File: src/rtl/fifo_flag_ctrl_pkg.sv
// Shared constants and helpers for the FIFO flag controller: depth derivation,
// default flag thresholds and direction-flag event classification.
package fifo_flag_ctrl_pkg;

  localparam int unsigned DefAddrWidth   = 4;
  localparam int unsigned DefAfullLevel  = 12;
  localparam int unsigned DefAemptyLevel = 2;

  // Effect of one cycle's count change on the downstream direction flag flop
  typedef enum logic [1:0] {
    DirHold,
    DirSet,
    DirClr
  } dir_evt_e;

  function automatic int unsigned fifo_depth(int unsigned addr_width);
    return 32'd1 << addr_width;
  endfunction

  // Crossing the half-full boundary upwards sets the flag, downwards clears it
  function automatic dir_evt_e dir_event(int unsigned cur, int unsigned nxt,
                                         int unsigned depth);
    if ((cur == depth / 2 - 1) && (nxt == depth / 2)) return DirSet;
    if ((cur == depth / 2) && (nxt == depth / 2 - 1)) return DirClr;
    return DirHold;
  endfunction

endpackage

File: src/rtl/fifo_flag_ctrl_if.sv
// Request/enable/status bundle between the FIFO flag controller and its users.
interface fifo_flag_ctrl_if #(
  parameter int unsigned ADDR_WIDTH = fifo_flag_ctrl_pkg::DefAddrWidth
) ();

  logic                  wr_req;
  logic                  rd_req;
  logic                  wr_en;
  logic                  rd_en;
  logic [ADDR_WIDTH-1:0] wr_adr;
  logic [ADDR_WIDTH-1:0] rd_adr;
  logic [ADDR_WIDTH:0]   count;
  logic                  full;
  logic                  empty;
  logic                  almost_full;
  logic                  almost_empty;
  logic                  dir_set;
  logic                  dir_clr;

  // Producer/consumer side
  modport master (
    output wr_req, rd_req,
    input  wr_en, rd_en, wr_adr, rd_adr, count,
    input  full, empty, almost_full, almost_empty, dir_set, dir_clr
  );

  // Controller side
  modport slave (
    input  wr_req, rd_req,
    output wr_en, rd_en, wr_adr, rd_adr, count,
    output full, empty, almost_full, almost_empty, dir_set, dir_clr
  );

endinterface

File: src/rtl/fifo_ptr.sv
// Binary FIFO pointer one bit wider than the RAM address; wraps naturally.
module fifo_ptr #(
  parameter int unsigned WIDTH = 5
) (
  input  logic             clock,
  input  logic             sclr,
  input  logic             inc,
  output logic [WIDTH-1:0] ptr
);

  logic [WIDTH-1:0] ptr_q;

  // Advance by one per accepted access, rolling over from all-ones to zero
  always_ff @(posedge clock) begin
    if (sclr) begin
      ptr_q <= '0;
    end else if (inc) begin
      ptr_q <= ptr_q + WIDTH'(1);
    end
  end

  assign ptr = ptr_q;

endmodule

File: src/rtl/fifo_flag_ctrl.sv
// FIFO flag controller for an external RAM: accepts requests, generates RAM
// enables and addresses, keeps the entry count and registered status flags,
// and pulses the set/clear inputs of a downstream half-full direction flop.
module fifo_flag_ctrl
  import fifo_flag_ctrl_pkg::*;
#(
  parameter int unsigned ADDR_WIDTH   = DefAddrWidth,
  parameter int unsigned AFULL_LEVEL  = DefAfullLevel,
  parameter int unsigned AEMPTY_LEVEL = DefAemptyLevel
) (
  input  logic             clock,
  input  logic             sclr,
  fifo_flag_ctrl_if.slave  bus
);

  localparam int unsigned DEPTH = fifo_depth(ADDR_WIDTH);
  localparam int unsigned CW    = ADDR_WIDTH + 1;

  localparam logic [ADDR_WIDTH:0] DepthC  = CW'(DEPTH);
  localparam logic [ADDR_WIDTH:0] AfullC  = CW'(AFULL_LEVEL);
  localparam logic [ADDR_WIDTH:0] AemptyC = CW'(AEMPTY_LEVEL);
  localparam logic [ADDR_WIDTH:0] OneC    = CW'(1);

  logic                wr_en;
  logic                rd_en;
  logic [ADDR_WIDTH:0] wr_ptr;
  logic [ADDR_WIDTH:0] rd_ptr;
  logic [ADDR_WIDTH:0] count_q;
  logic [ADDR_WIDTH:0] count_d;
  logic                full_q;
  logic                empty_q;
  logic                afull_q;
  logic                aempty_q;
  logic                dir_set_q;
  logic                dir_clr_q;
  dir_evt_e            dir_evt;
  logic                unused_ptr_msb;

  // Registered flags gate the requests, so a full/empty FIFO never falls through
  assign wr_en = bus.wr_req & ~full_q;
  assign rd_en = bus.rd_req & ~empty_q;

  fifo_ptr #(
    .WIDTH (CW)
  ) u_wr_ptr (
    .clock (clock),
    .sclr  (sclr),
    .inc   (wr_en),
    .ptr   (wr_ptr)
  );

  fifo_ptr #(
    .WIDTH (CW)
  ) u_rd_ptr (
    .clock (clock),
    .sclr  (sclr),
    .inc   (rd_en),
    .ptr   (rd_ptr)
  );

  // Pointer wrap bit is kept for form but only the address bits leave the block
  assign unused_ptr_msb = wr_ptr[ADDR_WIDTH] ^ rd_ptr[ADDR_WIDTH];

  // Next count: up on write-only, down on read-only, otherwise hold
  always_comb begin
    count_d = count_q;
    unique case ({wr_en, rd_en})
      2'b10:   count_d = count_q + OneC;
      2'b01:   count_d = count_q - OneC;
      default: count_d = count_q;
    endcase
  end

  // Classify this cycle's count change against the half-full boundary
  always_comb begin
    dir_evt = dir_event(32'(count_q), 32'(count_d), DEPTH);
  end

  // Count, status flags and direction pulses, all reflecting post-edge state
  always_ff @(posedge clock) begin
    if (sclr) begin
      count_q   <= '0;
      full_q    <= 1'b0;
      empty_q   <= 1'b1;
      afull_q   <= 1'b0;
      aempty_q  <= 1'b1;
      dir_set_q <= 1'b0;
      dir_clr_q <= 1'b0;
    end else begin
      count_q   <= count_d;
      full_q    <= (count_d == DepthC);
      empty_q   <= (count_d == '0);
      afull_q   <= (count_d >= AfullC);
      aempty_q  <= (count_d <= AemptyC);
      dir_set_q <= (dir_evt == DirSet);
      dir_clr_q <= (dir_evt == DirClr);
    end
  end

  assign bus.wr_en        = wr_en;
  assign bus.rd_en        = rd_en;
  assign bus.wr_adr       = wr_ptr[ADDR_WIDTH-1:0];
  assign bus.rd_adr       = rd_ptr[ADDR_WIDTH-1:0];
  assign bus.count        = count_q;
  assign bus.full         = full_q;
  assign bus.empty        = empty_q;
  assign bus.almost_full  = afull_q;
  assign bus.almost_empty = aempty_q;
  assign bus.dir_set      = dir_set_q;
  assign bus.dir_clr      = dir_clr_q;

endmodule
File: src/flat_wrapper.sv
// flat-port wrapper written by rule: the top's interface ports become plain ports
module fifo_flag_ctrl_flat import fifo_flag_ctrl_pkg::*;
#(
  parameter int unsigned ADDR_WIDTH   = DefAddrWidth,
  parameter int unsigned AFULL_LEVEL  = DefAfullLevel,
  parameter int unsigned AEMPTY_LEVEL = DefAemptyLevel
)
  (clock, sclr, bus_wr_req, bus_rd_req, bus_wr_en, bus_rd_en, bus_wr_adr, bus_rd_adr, bus_count, bus_full, bus_empty, bus_almost_full, bus_almost_empty, bus_dir_set, bus_dir_clr);
  fifo_flag_ctrl_if #(.ADDR_WIDTH(ADDR_WIDTH)) bus_i ();
  input  logic clock;
  input  logic sclr;
  input wire logic [$bits(bus_i.wr_req)-1:0] bus_wr_req;
  input wire logic [$bits(bus_i.rd_req)-1:0] bus_rd_req;
  output wire logic [$bits(bus_i.wr_en)-1:0] bus_wr_en;
  output wire logic [$bits(bus_i.rd_en)-1:0] bus_rd_en;
  output wire logic [$bits(bus_i.wr_adr)-1:0] bus_wr_adr;
  output wire logic [$bits(bus_i.rd_adr)-1:0] bus_rd_adr;
  output wire logic [$bits(bus_i.count)-1:0] bus_count;
  output wire logic [$bits(bus_i.full)-1:0] bus_full;
  output wire logic [$bits(bus_i.empty)-1:0] bus_empty;
  output wire logic [$bits(bus_i.almost_full)-1:0] bus_almost_full;
  output wire logic [$bits(bus_i.almost_empty)-1:0] bus_almost_empty;
  output wire logic [$bits(bus_i.dir_set)-1:0] bus_dir_set;
  output wire logic [$bits(bus_i.dir_clr)-1:0] bus_dir_clr;
  assign bus_i.wr_req = bus_wr_req;
  assign bus_i.rd_req = bus_rd_req;
  assign bus_wr_en = bus_i.wr_en;
  assign bus_rd_en = bus_i.rd_en;
  assign bus_wr_adr = bus_i.wr_adr;
  assign bus_rd_adr = bus_i.rd_adr;
  assign bus_count = bus_i.count;
  assign bus_full = bus_i.full;
  assign bus_empty = bus_i.empty;
  assign bus_almost_full = bus_i.almost_full;
  assign bus_almost_empty = bus_i.almost_empty;
  assign bus_dir_set = bus_i.dir_set;
  assign bus_dir_clr = bus_i.dir_clr;
  fifo_flag_ctrl #(.ADDR_WIDTH(ADDR_WIDTH), .AFULL_LEVEL(AFULL_LEVEL), .AEMPTY_LEVEL(AEMPTY_LEVEL)) u_core (.clock(clock), .sclr(sclr), .bus(bus_i));
endmodule
File: config.mk
export PLATFORM = sky130hd
export DESIGN_NAME = fifo_flag_ctrl_flat
export DESIGN_NICKNAME = d
export VERILOG_FILES = /design/src/rtl/fifo_flag_ctrl_pkg.sv /design/src/rtl/fifo_flag_ctrl_if.sv /design/src/rtl/fifo_ptr.sv /design/src/rtl/fifo_flag_ctrl.sv /design/src/flat_wrapper.sv
export SDC_FILE = /design/constraint.sdc
export NUM_CORES = 1
export LEC_CHECK = 0
export CAP_MARGIN = 30
export CORE_AREA = 2 2 55 57
export DETAILED_ROUTE_END_ITERATION = 8
export DIE_AREA = 0 0 57 59
export PLACE_DENSITY = 0.74
export SLEW_MARGIN = 0
export SYNTH_ARGS = -nofsm -noshare
export SYNTH_HDL_FRONTEND = slang
export SYNTH_HIERARCHICAL = 1
export SYNTH_SLANG_ARGS = --single-unit
File: constraint.sdc
create_clock -name clock -period 2.2 [get_ports clock]
set_clock_uncertainty 0.2 [all_clocks]
set_input_delay 0.22 -clock clock [delete_from_list [all_inputs] [get_ports clock]]
set_output_delay 0.22 -clock clock [all_outputs]
set_load 0.02 [all_outputs]
==> impl_results.md <==
- GRT met2 Usage: 31.2%
- RSZ-0062 raised after global routing: yes
- Worst skew pair latency: 300 ps
- Register area: 385 um^2
- Avg Cell Area, Syn: roughly 10 um^2
- Dpl hpwl: 1950 um
- Fill cells: roughly 230
- I/O pin count: 25
- H-tree depth: 1
- Flop2flop setup slack: -160 ps
- Number of global-route vias before repair: a little under 1000
- Clock sinks: 19
- Drc violations: 0
- Die outline height: between 50 and 60 um
- First-pass iteration count of the detailed router: 4
- PwrDens: a little over 800 nW/um^2
- Worst Hold Launch: u_core/u_wr_ptr/ptr[1]$_SDFFE_PP0P_
- Initial antenna violation count: 0
- Max-slew headroom: about three quarters
- CTS tree: done
- Vias: between 1000 and 1500
- TNS Setup: -852 ps
- Critical Path AT: 2350 ps
- Max Cap Viol: 0
- WHS Endpoint: u_core/u_wr_ptr/ptr[1]$_SDFFE_PP0P_
- Root Buffer: clkbuf_4
- Violated checks: negative setup slack
- Worst slew pin tran: slightly below 400 ps
- Clock share of power: 12.9%
- F_max: approximately 420 MHz
- Net Sw Power: between 0.5 and 0.6 mW
- Sequential fraction of design power: about a third
- Setup violations, final: 7
- Syn Nets: roughly 120
- WP data required: ~2200 ps
- Max-slew violations: 0
- Worst r2r src: u_core/bus.empty$_SDFF_PP1_
- First-pass GRT wire length: roughly 4300 um
- Total CTS buffers: 3
- Final min period: between 2000 and 2500 ps
- Worst path top cell family by delay: compound AO/OA/AOI/OAI gates
- Final core utilization: 62.0%
- Final period utilization: 107%
- Rows: 19
- Setup Crit Path Kind: reg2reg
- Hold depth: 2
- Internal power: around 0.83 mW
- Grt peak-use layer: met2
- Pleak: approximately 0.72 nW
- Startpoint Class: register
- Critical R2R Capture: u_core/bus.empty$_SDFF_PP1_
- Detail Route Antenna Nets: 0
- VDD IR-drop max: 0.000579 V
- Via density per instance: 5.46
- Hold Path Class: reg2reg
- Status: complete, but fails checks
- Area of the multi-input gates: roughly 760 um^2
- Most common library cell in the layout ignoring fill and taps: buf_4
- GR Overflow Total: 0
- Area growth syn-to-layout: 49.6%
- Final worst slack: -164 ps
- Wirelength per Cell: 14.4 um
- Largest net degree at the start of global routing: 12
- Die ar.: between 3000 and 4000 um^2
- Gate Count Post-Synth: ~120
- Core box area: around 2700 um^2
- Switching share of power: about two fifths
- Nets: around 170
- Register-to-Register Path Depth: 11
- Starting Density: 41.4%
- Syn Std Cell Area: ~1100 um^2
- Comb pwr share: 54.4%
- Hold violation count in the final report: 0
- GR Util met3: between 4 and 5%
- CP Capture Type: register
- Starting DRT DRC Count: 40
- Max incr delay on CP: ~350 ps
- Worst Path Buf+Inv: 2
- Antenna cells: 0
- Met1 Use GR: between 10% and 20%
- Largest fanout on the critical path: 3
- Synth warn: 6
- Total track usage: between 10% and 20%
- CTS Buffer Depth: 2
- Most frequent cells in the layout: buf_4, clkdlybuf4s50_1, dfxtp_1, nor2_1, mux2i_1
- Clock-pin slew on the worst setup and hold paths: around 100 ps
- Layout cells sized above 1: between 30% and 40%
- Die Wd: between 50 and 60 um
- Critical path's slowest cell: dfxtp_4
- Cells along the critical path: nand2b_4, inv_8, nand2_4, xnor2_2, ha_4, o41ai_4, buf_4, nand2b_1, o221ai_1, nor3b_4, o31ai_1
- Final WL: 2780 um
- I/O Buffers: 24
- Placer Congestion: between 0.8 and 0.9
[final cells by class]
type,count,share of cell area [%]
Sequential cell,19,23.0
Clock buffer,4,1.56
Multi-Input combinational cell,83,45.3
Timing Repair Buffer,50,26.0
Tap cell,31,2.31
Inverter,6,1.86
[power by group through the flow]
stage | logic (mW) | clock network (mW) | registers (mW)
finish | 0.740 | 0.176 | 0.444
global route | 0.798 | 0.194 | 0.447
CTS | 0.675 | 0.185 | 0.436
detailed placement | 0.643 | 0 | 0.444
global placement | 0.629 | 0 | 0.443
floorplan | 0.359 | 0 | 0.497
[repair_timing]
action	4_1_cts	5_1_grt
hold buffers	0	0
buffers inserted	5	3
pin swaps	3	8
setup endpoints to repair	9	9
resized for setup	6	11
[stage by stage]
| stage | power (mW) | cells | instance area [um^2] | hold WS, ps | setup slack [ps] |
|---|---|---|---|---|---|
| final | 1.36 | 193 | 1680 | 371 | -164 |
| after detailed placement | 1.09 | 181 | 1510 | 358 | -491 |
| after global placement | 1.07 | 181 | 1510 | 348 | -502 |
| after global routing | 1.44 | 193 | 1680 | 405 | -308 |
| after CTS | 1.30 | 190 | 1600 | 376 | -157 |
| after floorplan | 0.856 | 115 | 1160 | 89.1 | -114 |
[sequential cells by signal, summed over array words and instances (netlist names)]
register,count
u_core/bus.count,5
u_core/u_rd_ptr/ptr,4
u_core/u_wr_ptr/ptr,4
u_core/bus.almost_empty,1
u_core/bus.almost_full,1
u_core/bus.dir_clr,1
u_core/bus.dir_set,1
u_core/bus.empty,1
u_core/bus.full,1
[how the worst max path moves through the flow]
stage / startpoint / to / slack, ps / depth (start not counted)
after floorplan: u_core/bus.empty$_SDFF_PP1_ / u_core/bus.full$_SDFF_PP0_ / -110 / 11
after global placement: bus_rd_req / u_core/bus.full$_SDFF_PP0_ / -500 / 11
after detailed placement: bus_rd_req / u_core/bus.full$_SDFF_PP0_ / -490 / 11
after CTS: u_core/bus.empty$_SDFF_PP1_ / u_core/bus.full$_SDFF_PP0_ / -160 / 10
after global routing: u_core/bus.empty$_SDFF_PP1_ / u_core/bus.full$_SDFF_PP0_ / -310 / 10
final: u_core/bus.empty$_SDFF_PP1_ / u_core/bus.empty$_SDFF_PP1_ / -160 / 11
[metal layers]
layer  wire, um  vias to the layer above
li1           -                      503
met1       1150                      509
met2       1440                       38
met3        162                        4
met4         26                        0
met5          0                        -
[worst register-to-register path: stages, from the launching register on]
cell	delay [ps]
dfxtp_4	350
nand2b_4	160
inv_8	60
nand2_4	40
xnor2_2	140
ha_4	190
o41ai_4	320
buf_4	180
nand2b_1	50
o221ai_1	180
nor3b_4	270
o31ai_1	110
Power figures use the tool's default switching activity.
